[src/rtl/simd_pkg.sv]
// Shared definitions for the SIMD MAC accelerator host-bus sequencer.
// Holds the sequencer state encoding, the accelerator register map and
// the default lane count / bus width.
package simd_pkg;

  localparam int unsigned NREG        = 32;
  localparam int unsigned BW          = 8;

  // Accelerator register map: A lanes, then B lanes, then the mode register.
  localparam int unsigned ADDR_A_BASE = 0;
  localparam int unsigned ADDR_B_BASE = 32;
  localparam int unsigned ADDR_MODE   = 64;

  typedef enum logic [3:0] {
    IDLE,
    FETCH,
    W_SETUP,
    W_STB,
    W_HOLD,
    EXEC_HI,
    EXEC_LO,
    R_STB,
    R_OUT,
    DONE
  } state_t;

endpackage

[src/rtl/bus_strobe_timer.sv]
// Strobe-width down-counter shared by the write, execute and read strobes.
// Ports:
//   clk, rst  : clock, synchronous active-high reset
//   load      : restart the count (asserted on the cycle before a strobe state)
//   expired   : high on the last cycle of a STROBE-long strobe
module bus_strobe_timer
  import simd_pkg::*;
#(
  parameter int unsigned STROBE = 2
) (
  input  logic clk,
  input  logic rst,
  input  logic load,
  output logic expired
);

  localparam int unsigned CW = (STROBE > 1) ? $clog2(STROBE) : 1;

  logic [CW-1:0] r_cnt;

  // Loaded with STROBE-1 so the strobe state lasts exactly STROBE cycles.
  always_ff @(posedge clk) begin
    if (rst) begin
      r_cnt <= '0;
    end else if (load) begin
      r_cnt <= CW'(STROBE - 1);
    end else if (r_cnt != '0) begin
      r_cnt <= r_cnt - CW'(1);
    end
  end

  assign expired = (r_cnt == '0);

endmodule

[src/rtl/simd_bus_sequencer.sv]
// Host-bus sequencer for the SIMD MAC accelerator.
// On start: writes NREG A bytes, NREG B bytes and the mode register (each as
// an address write followed by a data write), pulses execute, then reads NREG
// result bytes and presents them on a valid/ready output stream.
// Ports:
//   clk, rst                     : clock, synchronous active-high reset
//   start, mode, keep_b          : job command (sampled in IDLE)
//   busy, done                   : job status
//   in_data/in_valid/in_ready    : operand byte stream (A then B)
//   out_data/out_valid/out_ready : result byte stream
//   bus_cs/wr/rd/ad/exec, bus_dout, bus_din : accelerator byte bus
// Configuration macro: SEQ_KEEP_B_EN -- when defined, keep_b skips the B writes.
module simd_bus_sequencer
  import simd_pkg::*;
#(
  parameter int unsigned STROBE = 2,
  parameter int unsigned NREG   = simd_pkg::NREG,
  parameter int unsigned BW     = simd_pkg::BW
) (
  input  logic          clk,
  input  logic          rst,
  input  logic          start,
  input  logic [1:0]    mode,
  input  logic          keep_b,
  output logic          busy,
  output logic          done,
  input  logic [BW-1:0] in_data,
  input  logic          in_valid,
  output logic          in_ready,
  output logic [BW-1:0] out_data,
  output logic          out_valid,
  input  logic          out_ready,
  output logic          bus_cs,
  output logic          bus_wr,
  output logic          bus_rd,
  output logic          bus_ad,
  output logic          bus_exec,
  output logic [BW-1:0] bus_dout,
  input  logic [BW-1:0] bus_din
);

  localparam int unsigned IDXW       = $clog2(2 * NREG + 1);
  localparam int unsigned RCW        = (NREG > 1) ? $clog2(NREG) : 1;
  localparam int unsigned L_MODE_IDX = 2 * NREG;
  localparam int unsigned L_LAST_A   = NREG - 1;

  state_t          r_state, w_state_nxt;
  logic [IDXW-1:0] r_idx, w_idx_nxt;
  logic            r_phase_addr, w_phase_addr_nxt;
  logic [BW-1:0]   r_data, w_data_nxt;
  logic [1:0]      r_mode, w_mode_nxt;
  logic [RCW-1:0]  r_rcnt, w_rcnt_nxt;

  logic            r_busy, r_done, r_in_ready, r_out_valid;
  logic [BW-1:0]   r_out_data, w_out_data_nxt;
  logic            r_cs, r_wr, r_rd, r_ad, r_exec;
  logic [BW-1:0]   r_dout, w_dout_nxt;
  logic            w_in_write;

  logic            w_keep_b;
  logic            w_skip_b;
  logic            w_load;
  logic            w_expired;

`ifdef SEQ_KEEP_B_EN
  logic r_keep_b;

  // keep_b is a per-job option, captured alongside mode.
  always_ff @(posedge clk) begin
    if (rst) begin
      r_keep_b <= 1'b0;
    end else if ((r_state == IDLE) && start) begin
      r_keep_b <= keep_b;
    end
  end

  assign w_keep_b = r_keep_b;
`else
  logic w_unused_keep_b;

  assign w_unused_keep_b = keep_b;
  assign w_keep_b        = 1'b0;
`endif

  // Jump straight from the last A lane to the mode register when B is kept.
  assign w_skip_b = w_keep_b && (r_idx == IDXW'(L_LAST_A));

  // Restart the strobe timer on entry to any strobe state.
  assign w_load = (w_state_nxt != r_state) &&
                  (w_state_nxt inside {W_STB, EXEC_HI, R_STB});

  bus_strobe_timer #(
    .STROBE (STROBE)
  ) u_timer (
    .clk     (clk),
    .rst     (rst),
    .load    (w_load),
    .expired (w_expired)
  );

  // Next-state and datapath
  always_comb begin
    w_state_nxt      = r_state;
    w_idx_nxt        = r_idx;
    w_phase_addr_nxt = r_phase_addr;
    w_data_nxt       = r_data;
    w_mode_nxt       = r_mode;
    w_rcnt_nxt       = r_rcnt;
    w_out_data_nxt   = r_out_data;

    case (r_state)
      IDLE: begin
        if (start) begin
          w_mode_nxt       = mode;
          w_idx_nxt        = '0;
          w_phase_addr_nxt = 1'b1;
          w_state_nxt      = FETCH;
        end
      end
      FETCH: begin
        if (in_valid) begin
          w_data_nxt       = in_data;
          w_phase_addr_nxt = 1'b1;
          w_state_nxt      = W_SETUP;
        end
      end
      W_SETUP: w_state_nxt = W_STB;
      W_STB: begin
        if (w_expired) begin
          w_state_nxt = W_HOLD;
        end
      end
      W_HOLD: begin
        if (r_phase_addr) begin
          w_phase_addr_nxt = 1'b0;
          w_state_nxt      = W_SETUP;
        end else if (r_idx == IDXW'(L_MODE_IDX)) begin
          w_state_nxt = EXEC_HI;
        end else begin
          w_phase_addr_nxt = 1'b1;
          w_idx_nxt        = w_skip_b ? IDXW'(L_MODE_IDX) : r_idx + IDXW'(1);
          // The mode register needs no stream byte; its data is the latched mode.
          if (w_idx_nxt == IDXW'(L_MODE_IDX)) begin
            w_data_nxt  = BW'(r_mode);
            w_state_nxt = W_SETUP;
          end else begin
            w_state_nxt = FETCH;
          end
        end
      end
      EXEC_HI: begin
        if (w_expired) begin
          w_state_nxt = EXEC_LO;
        end
      end
      EXEC_LO: begin
        w_rcnt_nxt  = '0;
        w_state_nxt = R_STB;
      end
      R_STB: begin
        if (w_expired) begin
          w_out_data_nxt = bus_din;
          w_state_nxt    = R_OUT;
        end
      end
      R_OUT: begin
        if (out_ready) begin
          if (r_rcnt == RCW'(NREG - 1)) begin
            w_state_nxt = DONE;
          end else begin
            w_rcnt_nxt  = r_rcnt + RCW'(1);
            w_state_nxt = R_STB;
          end
        end
      end
      DONE:    w_state_nxt = IDLE;
      default: w_state_nxt = IDLE;
    endcase
  end

  // Outputs are decoded from the next state so the registered copies line up
  // with the state they describe.
  assign w_in_write = w_state_nxt inside {W_SETUP, W_STB, W_HOLD};
  assign w_dout_nxt = !w_in_write      ? '0 :
                      w_phase_addr_nxt ? BW'(w_idx_nxt) : w_data_nxt;

  // State, datapath and output registers
  always_ff @(posedge clk) begin
    if (rst) begin
      r_state      <= IDLE;
      r_idx        <= '0;
      r_phase_addr <= 1'b1;
      r_data       <= '0;
      r_mode       <= '0;
      r_rcnt       <= '0;
      r_busy       <= 1'b0;
      r_done       <= 1'b0;
      r_in_ready   <= 1'b0;
      r_out_valid  <= 1'b0;
      r_out_data   <= '0;
      r_cs         <= 1'b0;
      r_wr         <= 1'b0;
      r_rd         <= 1'b0;
      r_ad         <= 1'b0;
      r_exec       <= 1'b0;
      r_dout       <= '0;
    end else begin
      r_state      <= w_state_nxt;
      r_idx        <= w_idx_nxt;
      r_phase_addr <= w_phase_addr_nxt;
      r_data       <= w_data_nxt;
      r_mode       <= w_mode_nxt;
      r_rcnt       <= w_rcnt_nxt;
      r_busy       <= !(w_state_nxt inside {IDLE, DONE});
      r_done       <= (w_state_nxt == DONE);
      r_in_ready   <= (w_state_nxt == FETCH);
      r_out_valid  <= (w_state_nxt == R_OUT);
      r_out_data   <= w_out_data_nxt;
      r_cs         <= !(w_state_nxt inside {IDLE, DONE});
      r_wr         <= (w_state_nxt == W_STB);
      r_rd         <= (w_state_nxt == R_STB);
      r_ad         <= w_in_write && w_phase_addr_nxt;
      r_exec       <= (w_state_nxt == EXEC_HI);
      r_dout       <= w_dout_nxt;
    end
  end

  assign busy      = r_busy;
  assign done      = r_done;
  assign in_ready  = r_in_ready;
  assign out_valid = r_out_valid;
  assign out_data  = r_out_data;
  assign bus_cs    = r_cs;
  assign bus_wr    = r_wr;
  assign bus_rd    = r_rd;
  assign bus_ad    = r_ad;
  assign bus_exec  = r_exec;
  assign bus_dout  = r_dout;

endmodule

[config.mk]
export PLATFORM = sky130hd
export DESIGN_NAME = simd_bus_sequencer
export DESIGN_NICKNAME = d
export VERILOG_FILES = /design/src/rtl/simd_pkg.sv /design/src/rtl/bus_strobe_timer.sv /design/src/rtl/simd_bus_sequencer.sv
export SDC_FILE = /design/constraint.sdc
export NUM_CORES = 1
export LEC_CHECK = 0
export ABC_CLOCK_PERIOD_IN_PS = 4580
export BUFFER_PORTS_ARGS = -buffer_cell sky130_fd_sc_hd__buf_2
export CORE_ASPECT_RATIO = 1.2
export CORE_MARGIN = 3
export CORE_UTILIZATION = 57
export DETAILED_ROUTE_END_ITERATION = 8
export PLACE_DENSITY = 0.9
export SYNTH_ARGS = -nofsm -noshare
export SYNTH_HDL_FRONTEND = slang
export SYNTH_SLANG_ARGS = --single-unit
export TNS_END_PERCENT = 5
[constraint.sdc]
create_clock -name clk -period 4.58 [get_ports clk]
set_clock_uncertainty 0.2 [all_clocks]
set_input_delay 0.458 -clock clk [delete_from_list [all_inputs] [get_ports clk]]
set_output_delay 0.458 -clock clk [all_outputs]
set_load 0.02 [all_outputs]
* Word level (Yosys, flattened, before mapping)
Index checks and enable logic that the tools add are counted.
** Cells by class
- $add $sub $neg :: 3
- Equal/unequal tests :: 22
- Muxes and demuxes :: 31
- Bitwise operators :: 2
- Reductions and logical operators :: 14
** Operator list (number)
- 4-bit one-hot mux with 9 select lines :: 1
- 8-bit two-way mux :: 4
- 4-bit by 3-bit equality test with 1-bit output, second input constant :: 7
- 4-bit two-way mux :: 7
- 7-bit two-way mux :: 4
- 4-bit by 2-bit equality test with 1-bit output, second input constant :: 4
- 8-bit one-hot mux with 2 select lines :: 1
- 7-bit equality test, second input constant :: 2
- 7-bit one-hot mux with 2 select lines :: 1
- 4-bit equality test, second input constant :: 3
- 5-bit two-way mux :: 2
- 5-bit one-hot mux with 2 select lines :: 1
- 4-bit by 1-bit equality test with 1-bit output, second input constant :: 2
- 4-bit logical NOT :: 2
- 7-bit by 1-bit adder with 7-bit output, second input constant :: 1
- 1-bit two-way mux :: 6
- 3-bit two-way mux :: 2
- 3-bit nonzero test :: 2
- 5-bit by 1-bit adder with 5-bit output, second input constant :: 1
- 5-bit equality test, second input constant :: 1
- 2-bit != test, second input constant :: 2
- 4-bit != test :: 1
- 2-bit AND reduction :: 2
- 2-bit nonzero test :: 2
- other kinds (9) :: 11
** Storage, ports and cells
- Register bits :: 52
- Input port bits :: 24
- Output and inout port bits :: 25
- Word-level logic and storage cells :: 90

* Longest topological paths before layout
Gate-level depths: netlist of run 1.
- Depth after elaboration :: 10
- Mapped depth :: 9
- Mapped depth without buffers :: 9

* Modules after synthesis
Synthesis of run 1 repeated with hierarchy kept, for this count alone.
** Unflattened totals
- Cells, all modules :: 299
- Area total of the unflattened synthesis :: 2573.7 µm²
** By module, submodules not included
- simd_bus_sequencer :: times used 1, cells an instance 296, area each 2536.2 µm², sequential area each 1021.0 µm²
- bus_strobe_timer :: times used 1, cells an instance 3, area each 37.5 µm², sequential area each 20.0 µm²

* Worst setup path after synthesis of run 1
OpenSTA, ideal clock, no wires.
- Path type :: register -> register
- From :: reg r_idx[6]
- To :: reg r_dout[2] (netlist: bus_dout[2])
- Library setup time :: 0.132 ns
- Arrival time :: 1.933 ns
- Required time :: 4.248 ns
- Setup slack :: 2.315 ns
- Cell stages (with the launch flop) :: 8
- Buffers on the path :: 1
- Period minus slack after synthesis :: 2.265 ns
- Cell sequence :: dfxtp_1 or3b_4 nor4b_4 a211oi_1 a211oi_4 buf_6 mux2i_1 nor2_1
** On the way
- Cells in the longest elaborated chain, start to end :: 10
- Elaborated cells on any way between the ends :: 24
- Classes of those cells :: add/sub: 1; eq/ne: 5; mux: 15; bitwise: 1; reduce/logical: 2
** RTL lines
- start, declared :: RTL line simd_bus_sequencer.sv:48 : logic [IDXW-1:0] r_idx, w_idx_nxt;
- start signal, assigned :: RTL line simd_bus_sequencer.sv:209 : r_idx <= w_idx_nxt;
- 7-bit by 1-bit adder with 7-bit output :: RTL line simd_bus_sequencer.sv:141 : w_idx_nxt = w_skip_b ? IDXW'(L_MODE_IDX) : r_idx + IDXW'(1);
- 7-bit equality test :: RTL line simd_bus_sequencer.sv:143 : if (w_idx_nxt == IDXW'(L_MODE_IDX)) begin
- 2-bit two-way mux :: RTL line simd_bus_sequencer.sv:143
- 3-bit two-way mux :: RTL line simd_bus_sequencer.sv:137 : end else if (r_idx == IDXW'(L_MODE_IDX)) begin
- 3-bit two-way mux :: RTL line simd_bus_sequencer.sv:134 : if (r_phase_addr) begin
- 4-bit one-hot mux with 9 select lines :: RTL line simd_bus_sequencer.sv:111 : case (r_state)
- 4-bit by 2-bit equality test with 1-bit output or 4-bit by 3-bit equality test with 1-bit output (tied branches) :: RTL line simd_bus_sequencer.sv:183 : assign w_in_write = w_state_nxt inside {W_SETUP, W_STB, W_HOLD};
- 3-bit nonzero test :: RTL line simd_bus_sequencer.sv:183
- 1-bit inverter (no line)
- 2-bit OR reduction (no line)
- end signal, assigned :: RTL line simd_bus_sequencer.sv:224 : r_dout <= w_dout_nxt;
- end, declared :: RTL line simd_bus_sequencer.sv:57 : logic [BW-1:0] r_dout, w_dout_nxt;
Several ways; a longest one is shown, not always the timed one.
A chain may end at the register's enable or synchronous reset.

* Final worst setup path of run 1
- From :: reg r_state[2]
- To :: reg r_dout[1] (netlist: bus_dout[1])
** On the way
- Cells in the longest elaborated chain, start to end :: 6
- Elaborated cells on any way between the ends :: 26
- Classes of those cells :: eq/ne: 11; mux: 11; bitwise: 1; reduce/logical: 3
** RTL lines
- start, declared :: RTL line simd_bus_sequencer.sv:47 : state_t r_state, w_state_nxt;
- start signal, assigned :: RTL line simd_bus_sequencer.sv:208 : r_state <= w_state_nxt;
- 4-bit equality test (tied with other cells) :: RTL line simd_bus_sequencer.sv:111
- 4-bit one-hot mux with 9 select lines :: RTL line simd_bus_sequencer.sv:111
- 4-bit by 2-bit equality test with 1-bit output or 4-bit by 3-bit equality test with 1-bit output (tied branches) :: RTL line simd_bus_sequencer.sv:183
- 3-bit nonzero test :: RTL line simd_bus_sequencer.sv:183
- 1-bit inverter (no line)
- 2-bit OR reduction (no line)
Several ways; a longest one is shown, not always the timed one.

==> results of run 1 <==
==> cell type report <==
type                    count  share of cell area (%)
clock buffers               5                    2.48
clock inverters             3                   0.767
inverters                   8                    1.08
multi-input cells         199                    46.9
flip-flops and latches     52                    37.5
well taps                  54                    2.44
repair buffers             48                    8.75
==> layer usage <==
metal | global-route usage (%) | share of wire (%) | up-vias
li1 | - | - | 1050
met1 | 24.4 | 39 | 1013
met2 | 40.4 | 53 | 60
met3 | 5.07 | 5.5 | 11
met4 | 8.92 | 2.1 | 0
met5 | 0 | 0 | -
==> worst max-delay path by stage <==
stage	start	to
after detailed placement	r_state[2]	bus_dout[1]
after CTS	r_state[2]	bus_dout[1]
after floorplan	r_idx[6]	bus_dout[2]
after global placement	r_state[2]	bus_dout[3]
after global routing	r_state[2]	bus_dout[3]
final	r_state[2]	bus_dout[1]
==> Yosys cell counts (all sizes together), types with 6 or more instances <==
cell type | n | share of area [%]
nor2b | 8 | 2.1
clkbuf | 8 | 1.2
nor3 | 10 | 2.1
o21ai | 14 | 2.9
and2 | 6 | 1.5
dfxtp | 52 | 43
nand3 | 7 | 1.4
mux2i | 13 | 5.3
nor2 | 38 | 6.3
buf | 6 | 1.6
a21oi | 13 | 2.7
inv | 8 | 1.2
a211oi | 6 | 3.0
nand2 | 19 | 2.9
a22o | 7 | 2.5
==> report_power, final <==
part           internal, mW  leakage [nW]  switching [mW]  total [mW]
combinational        0.0476         0.669          0.0737       0.121
sequential            0.467         0.421          0.0164       0.484
clock                 0.109        0.0445           0.153       0.262
==> worst max-delay path: stages (launching register included) <==
cell and delay, ns:
dfxtp_1 0.74, or4b_1 0.69, o22ai_1 0.24, nor2_1 0.07, o21ai_1 0.22, a41oi_2 0.39, a211oi_2 0.26
==> cell usage in the layout (no fill, tap or decap), types with 3 or more instances in the layout <==
cell,count
clkbuf_8,5
a22oi_1,5
mux2i_1,13
ha_1,4
nor2b_1,8
nor3_1,10
a211oi_2,3
and3_1,4
a21oi_1,13
a22o_1,7
and2_1,6
buf_2,47
nand2_1,19
xor2_1,3
inv_1,8
o22ai_1,3
o21ai_0,13
dfxtp_1,52
nand2b_1,5
nor2_1,36
nand3_1,7
==> sequential cells by signal, indices dropped and copies added (netlist names) <==
name / flops
r_mode: 2
r_phase_addr: 1
done: 1
bus_cs: 1
bus_wr: 1
bus_dout: 8
out_data: 8
bus_ad: 1
in_ready: 1
bus_exec: 1
r_state: 4
r_data: 8
r_idx: 7
u_timer.r_cnt: 1
r_rcnt: 5
bus_rd: 1
out_valid: 1
==> logic make-up after synthesis <==
group	share of synthesized area (%)
AND/OR/NAND/NOR	24.3
AO/OA/AOI/OAI	19.3
flip-flops	42.6
buffers and inverters	4.05
multiplexers	5.79
XOR/XNOR	1.79
adder cells (fa/ha/maj)	2.05
==> stage by stage <==
| step | cells | setup slack [ns] |
|---|---|---|
| floorplan | 273 | 2.32 |
| global placement | 361 | 1.83 |
| detailed placement | 361 | 1.74 |
| CTS | 369 | 1.73 |
| global route | 369 | 1.50 |
| finish | 369 | 1.69 |
==> run metrics, run 1 <==
status finished, final reports clean; Post-synth EDFFs 0; sequential fraction of the synthesis area approximately 43%; Post-synth ARST share 0%; num rows 25; leakage 1.13 nW; Crit Path Category flop to flop; fin crit period between 2 and 3 ns; RR Endpoint bus_dout[1]; post-route cell area between 0.002 and 0.003 mm^2; overall power 0.866 mW; via density per instance 5.78; Filler Cell Count ~320; Clock Latency Late Sink around 0.31 ns; initial antenna violation count 0; hold endpoint r_data[4]; Max VDD drop around 220 uV; RR Startpoint r_state[2]; CTS tree done; area delta synth->final 13.6%; maximum fanout along the worst path 21; ratio of cells with drive above 1 in the final layout roughly 23%; Avg Cell Area, Syn 8.94 um^2; syn nets roughly 300; H-tree levels 2; clock slew at reported path FFs around 0.09 ns; Synth Register Bits 52; DIE AREA about 0.0051 mm^2; Yosys warnings 0; Total GRT Usage between 20 and 25%; Buffers on Ports 47; worst-margin pin slew between 0.7 and 0.8 ns; Core Region between 0.004 and 0.005 mm^2; Register Area 0.00104 mm^2; RSZ-0062 raised after global routing no; R2R Setup Slk 1.69 ns; post-CTS setup buffer count 0; pwr dens 313 mW/mm^2; Slew Limit Fails 0; Clock Path Buffers 2; Mapped Cells 273; Avg WL per Cell around 14 um; Routed Antenna Nets 0; routed vias 2,134; clk sink count 52; Residual DRC 0; die height roughly 80 um; Setup TNS 0 ns; Die X around 66 um; worst hold stages 2; Startpoint Class flop; global route overflow 0; count of cell types in the netlist 53; ys flop type dfxtp_1; CTS Hold Buffers Added 0; synthesized area between 0.002 and 0.0025 mm^2; crit path DAT between 2 and 3 ns; drt total wl about 5200 um; Starting DRT DRC Count roughly 120; Nets roughly 340; worst min-delay path category input port to flop; Placer Congestion slightly above 0.9; Max Cap Violations 0; Critical Path RT approximately 4.6 ns; Hold Vio Cnt, Final 0; # resized after CTS 0; # diodes 0; crit share post-route between 60% and 70%; CTS Root Cell clkbuf_8; number of global-route vias before repair 2,046; R2R cell count 6; CTS buffer count 5; first-pass GRT wire length 8980 um; Slew headroom between 50% and 60%; I/O pin total between 40 and 50; Hold Slack about 0.17 ns; CP Capture Type flop; Initial DRT Pass Iterations 4; largest net degree at the start of global routing 29; Hold Startpoint in_data[4]; Max Freq roughly 350 MHz; Post-DP HPWL around 3800 um; final setup fails 0; area of the multi-input gates around 0.0013 mm^2; Initial Util between 60 and 70%; Area after DPL 0.00268 mm^2; post-layout util ~69%
Power figures use the tool's default switching activity.
==> run 2, diff against run 1 <==
--- a/config.mk
+++ b/config.mk
@@ -5,13 +5,14 @@
 export SDC_FILE = /design/constraint.sdc
 export NUM_CORES = 1
 export LEC_CHECK = 0
-export ABC_CLOCK_PERIOD_IN_PS = 4580
+export ABC_AREA = 1
+export ABC_CLOCK_PERIOD_IN_PS = 2500
 export BUFFER_PORTS_ARGS = -buffer_cell sky130_fd_sc_hd__buf_2
 export CORE_ASPECT_RATIO = 1.2
 export CORE_MARGIN = 3
-export CORE_UTILIZATION = 57
+export CORE_UTILIZATION = 49
 export DETAILED_ROUTE_END_ITERATION = 8
-export PLACE_DENSITY = 0.9
+export PLACE_DENSITY = 0.83
 export SYNTH_ARGS = -nofsm -noshare
 export SYNTH_HDL_FRONTEND = slang
 export SYNTH_SLANG_ARGS = --single-unit
==> constraint.sdc (replaced) <==
create_clock -name clk -period 2.5 [get_ports clk]
set_clock_uncertainty 0.2 [all_clocks]
set_input_delay 0.25 -clock clk [delete_from_list [all_inputs] [get_ports clk]]
set_output_delay 0.25 -clock clk [all_outputs]
set_load 0.02 [all_outputs]
==> run 2 against run 1 <==
Worst setup slack got worse by 1.4 ns. Register-to-register slack got worse by 1.4 ns. Combinational power grew 79%. Design area up 5.7%. Die area increased by 16%. Utilization shrank 6.7 points. Global-route usage down 2.7 points. Count of clock-buffer cells in the layout increased by 1. Via count increased by 12%. Sequential cell count is the same. Critical endpoint is now u_timer.r_cnt. Largest cell class unchanged.
==> run metrics, run 2 <==
pwr dens between 500 and 600 mW/mm^2; sequential fraction of the synthesis area a little over two fifths; Critical Path RT 2.55 ns; CTS buffer count 5; Post-synth ARST share 0%; Placement Setup Slack 0.259 ns; worst-margin pin slew around 0.53 ns; maximum fanout along the worst path 4; Placer Congestion 0.902; RR Endpoint u_timer.r_cnt; ratio of cells with drive above 1 in the final layout a little over a fifth; first-pass GRT wire length about 9600 um; H-tree levels 2; Die X 70.9 um; ys flop type dfxtp_1; Starting DRT DRC Count 126; num rows 27; RSZ-0062 raised after global routing no; Max VDD drop ~330 uV; Clock Path Buffers 2; clock slew at reported path FFs 0.10 ns; Post-DP HPWL between 4000 and 5000 um; Avg WL per Cell ~12 um; largest area contributor in the netlist dfxtp_1; Slew Limit Fails 0; crit path capture u_timer.r_cnt; CP Capture Type flop; number of global-route vias before repair ~2.3k; largest net degree at the start of global routing 25; Crit Path Category flop to flop; Initial DRT Pass Iterations 4; crit share post-route 87.0%; syn nets between 300 and 400; Startpoint Class flop; # diodes 0; Slew headroom between 60% and 70%; I/O pin total a little under 50; count of cell types in the netlist 33; RR Startpoint r_rcnt[0]; post-CTS setup buffer count 0; Synth Register Bits 52; Max Freq around 460 MHz; most frequent cells in the layout 81 x nand2_1, 57 x nor2_1, 52 x dfxtp_1; global route overflow 0; Synth top cells by count 81 x nand2_1, 57 x nor2_1, 52 x dfxtp_1; via density per instance between 5 and 6; area delta synth->final 18.5%; commonest non-fill, non-tap cell in the layout nand2_1; Yosys warnings 0; Core Region around 0.0047 mm^2; Avg Cell Area, Syn about 7.0 um^2; Hold Vio Cnt, Final 0; Mapped Cells 355; clk sink count 52; Routed Antenna Nets 0; Setup TNS 0 ns; worst min-delay path category input port to flop; Max Cap Violations 0; Initial Util 52.3%; fin crit period around 2.2 ns; post-synth top area share 42.1%; final setup fails 0; leakage 1.37 nW; Residual DRC 0; Post-synth EDFFs 0; DIE AREA between 0.005 and 0.006 mm^2; CTS Root Cell clkbuf_8; synth top area cells dfxtp_1 42%, nand2_1 12%, nor2_1 8.6%; CTS tree done; synthesized area ~0.0025 mm^2; Total GRT Usage roughly a fifth; Clock Latency Late Sink 0.31 ns; status finished, final reports clean; initial antenna violation count 0; crit path from r_rcnt[0]; R2R cell count 16; Nets between 400 and 500; final worst slack between 0.3 and 0.4 ns; R2R Setup Slk approximately 0.33 ns; crit path DAT about 2.2 ns; Buffers on Ports 47; die height between 80 and 90 um; most common cell in the netlist nand2_1; routed vias ~2.4k; drt total wl ~5600 um
run 2: cell types whose count changed after synthesis, sizes merged, moves of 12 or more:
cell,previous run,this run
inv,8,45
mux2i,13,0
nand2,19,89
nand3,7,20
nor2,38,65
o21ai,14,26
run 2: cell families after synthesis:
family | synth area share [%]
compound gates | 11.8
xor+xnor | 0.354
fa+ha+maj | 2.02
buf+inv | 8.60
flops | 42.1
mux | 0.455
simple gates | 34.7
run 2: critical path: stages, from the launching register on:
cell	delay [ns]
dfxtp_1	0.38
ha_1	0.18
inv_1	0.07
nor3_2	0.14
ha_1	0.18
inv_1	0.04
nand2_1	0.05
inv_1	0.06
nand2_2	0.10
o21ai_2	0.06
nor2_2	0.09
nand3_2	0.11
nor2_1	0.14
nand3_1	0.12
nand2_1	0.07
nand2_1	0.04
nor2_1	0.10
run 2: timing repair:
action | CTS | global route
hold endpoints to repair | 8 | 0
endpoints found under the setup margin | 0 | 3
hold buffers | 8 | 0
gates resized for setup | 0 | 1
run 2: layout make-up:
type | count | area [um^2]
multi-input cells | 250 | 1220
clock buffers | 6 | 72.6
fillers | 425 | 1800
well taps | 58 | 72.6
clock inverters | 2 | 16.3
inverters | 47 | 181
repair buffers | 56 | 323
flip-flops and latches | 52 | 1040
run 2: how the worst min path moves through the flow:
stage / to / start / depth (start not counted) / slack [ns]
after floorplan: bus_exec / rst / 1 / 0.13
after global placement: r_mode[1] / r_mode[1] / 2 / 0.23
after detailed placement: r_mode[1] / r_mode[1] / 2 / 0.24
after CTS: r_data[3] / in_data[3] / 3 / 0.0008
after global routing: r_data[3] / in_data[3] / 3 / 0.0005
final: r_data[4] / in_data[4] / 3 / 0.002
run 2: metal layers:
layer  track usage [%]  vias up  share of wire [%]
li1                  -     1239                  -
met1              21.7     1084                 42
met2              35.5       64                 51
met3              4.10       12                4.6
met4              8.38        0                2.4
met5                 0        -                  0
run 2: power breakdown:
group	switching (mW)	internal (mW)	total (mW)
combinational	0.141	0.0752	0.216
sequential	0.0158	0.852	0.868
clock	0.281	0.200	0.481
run 2: per-stage QoR:
stage / instances / total power, mW / hold slack, ns / util, % / area [um^2]
2_1_floorplan: 355 / 1.04 / 0.127 / - / 2470
3_3_place_gp: 455 / 1.09 / 0.232 / 58.3 / 2760
3_5_place_dp: 455 / 1.09 / 0.239 / 58.3 / 2760
4_1_cts: 471 / 1.58 / 0.000762 / 61.9 / 2930
5_1_grt: 471 / 1.63 / 0.000530 / 62.0 / 2930
6_report: 471 / 1.57 / 0.00228 / 62.0 / 2930
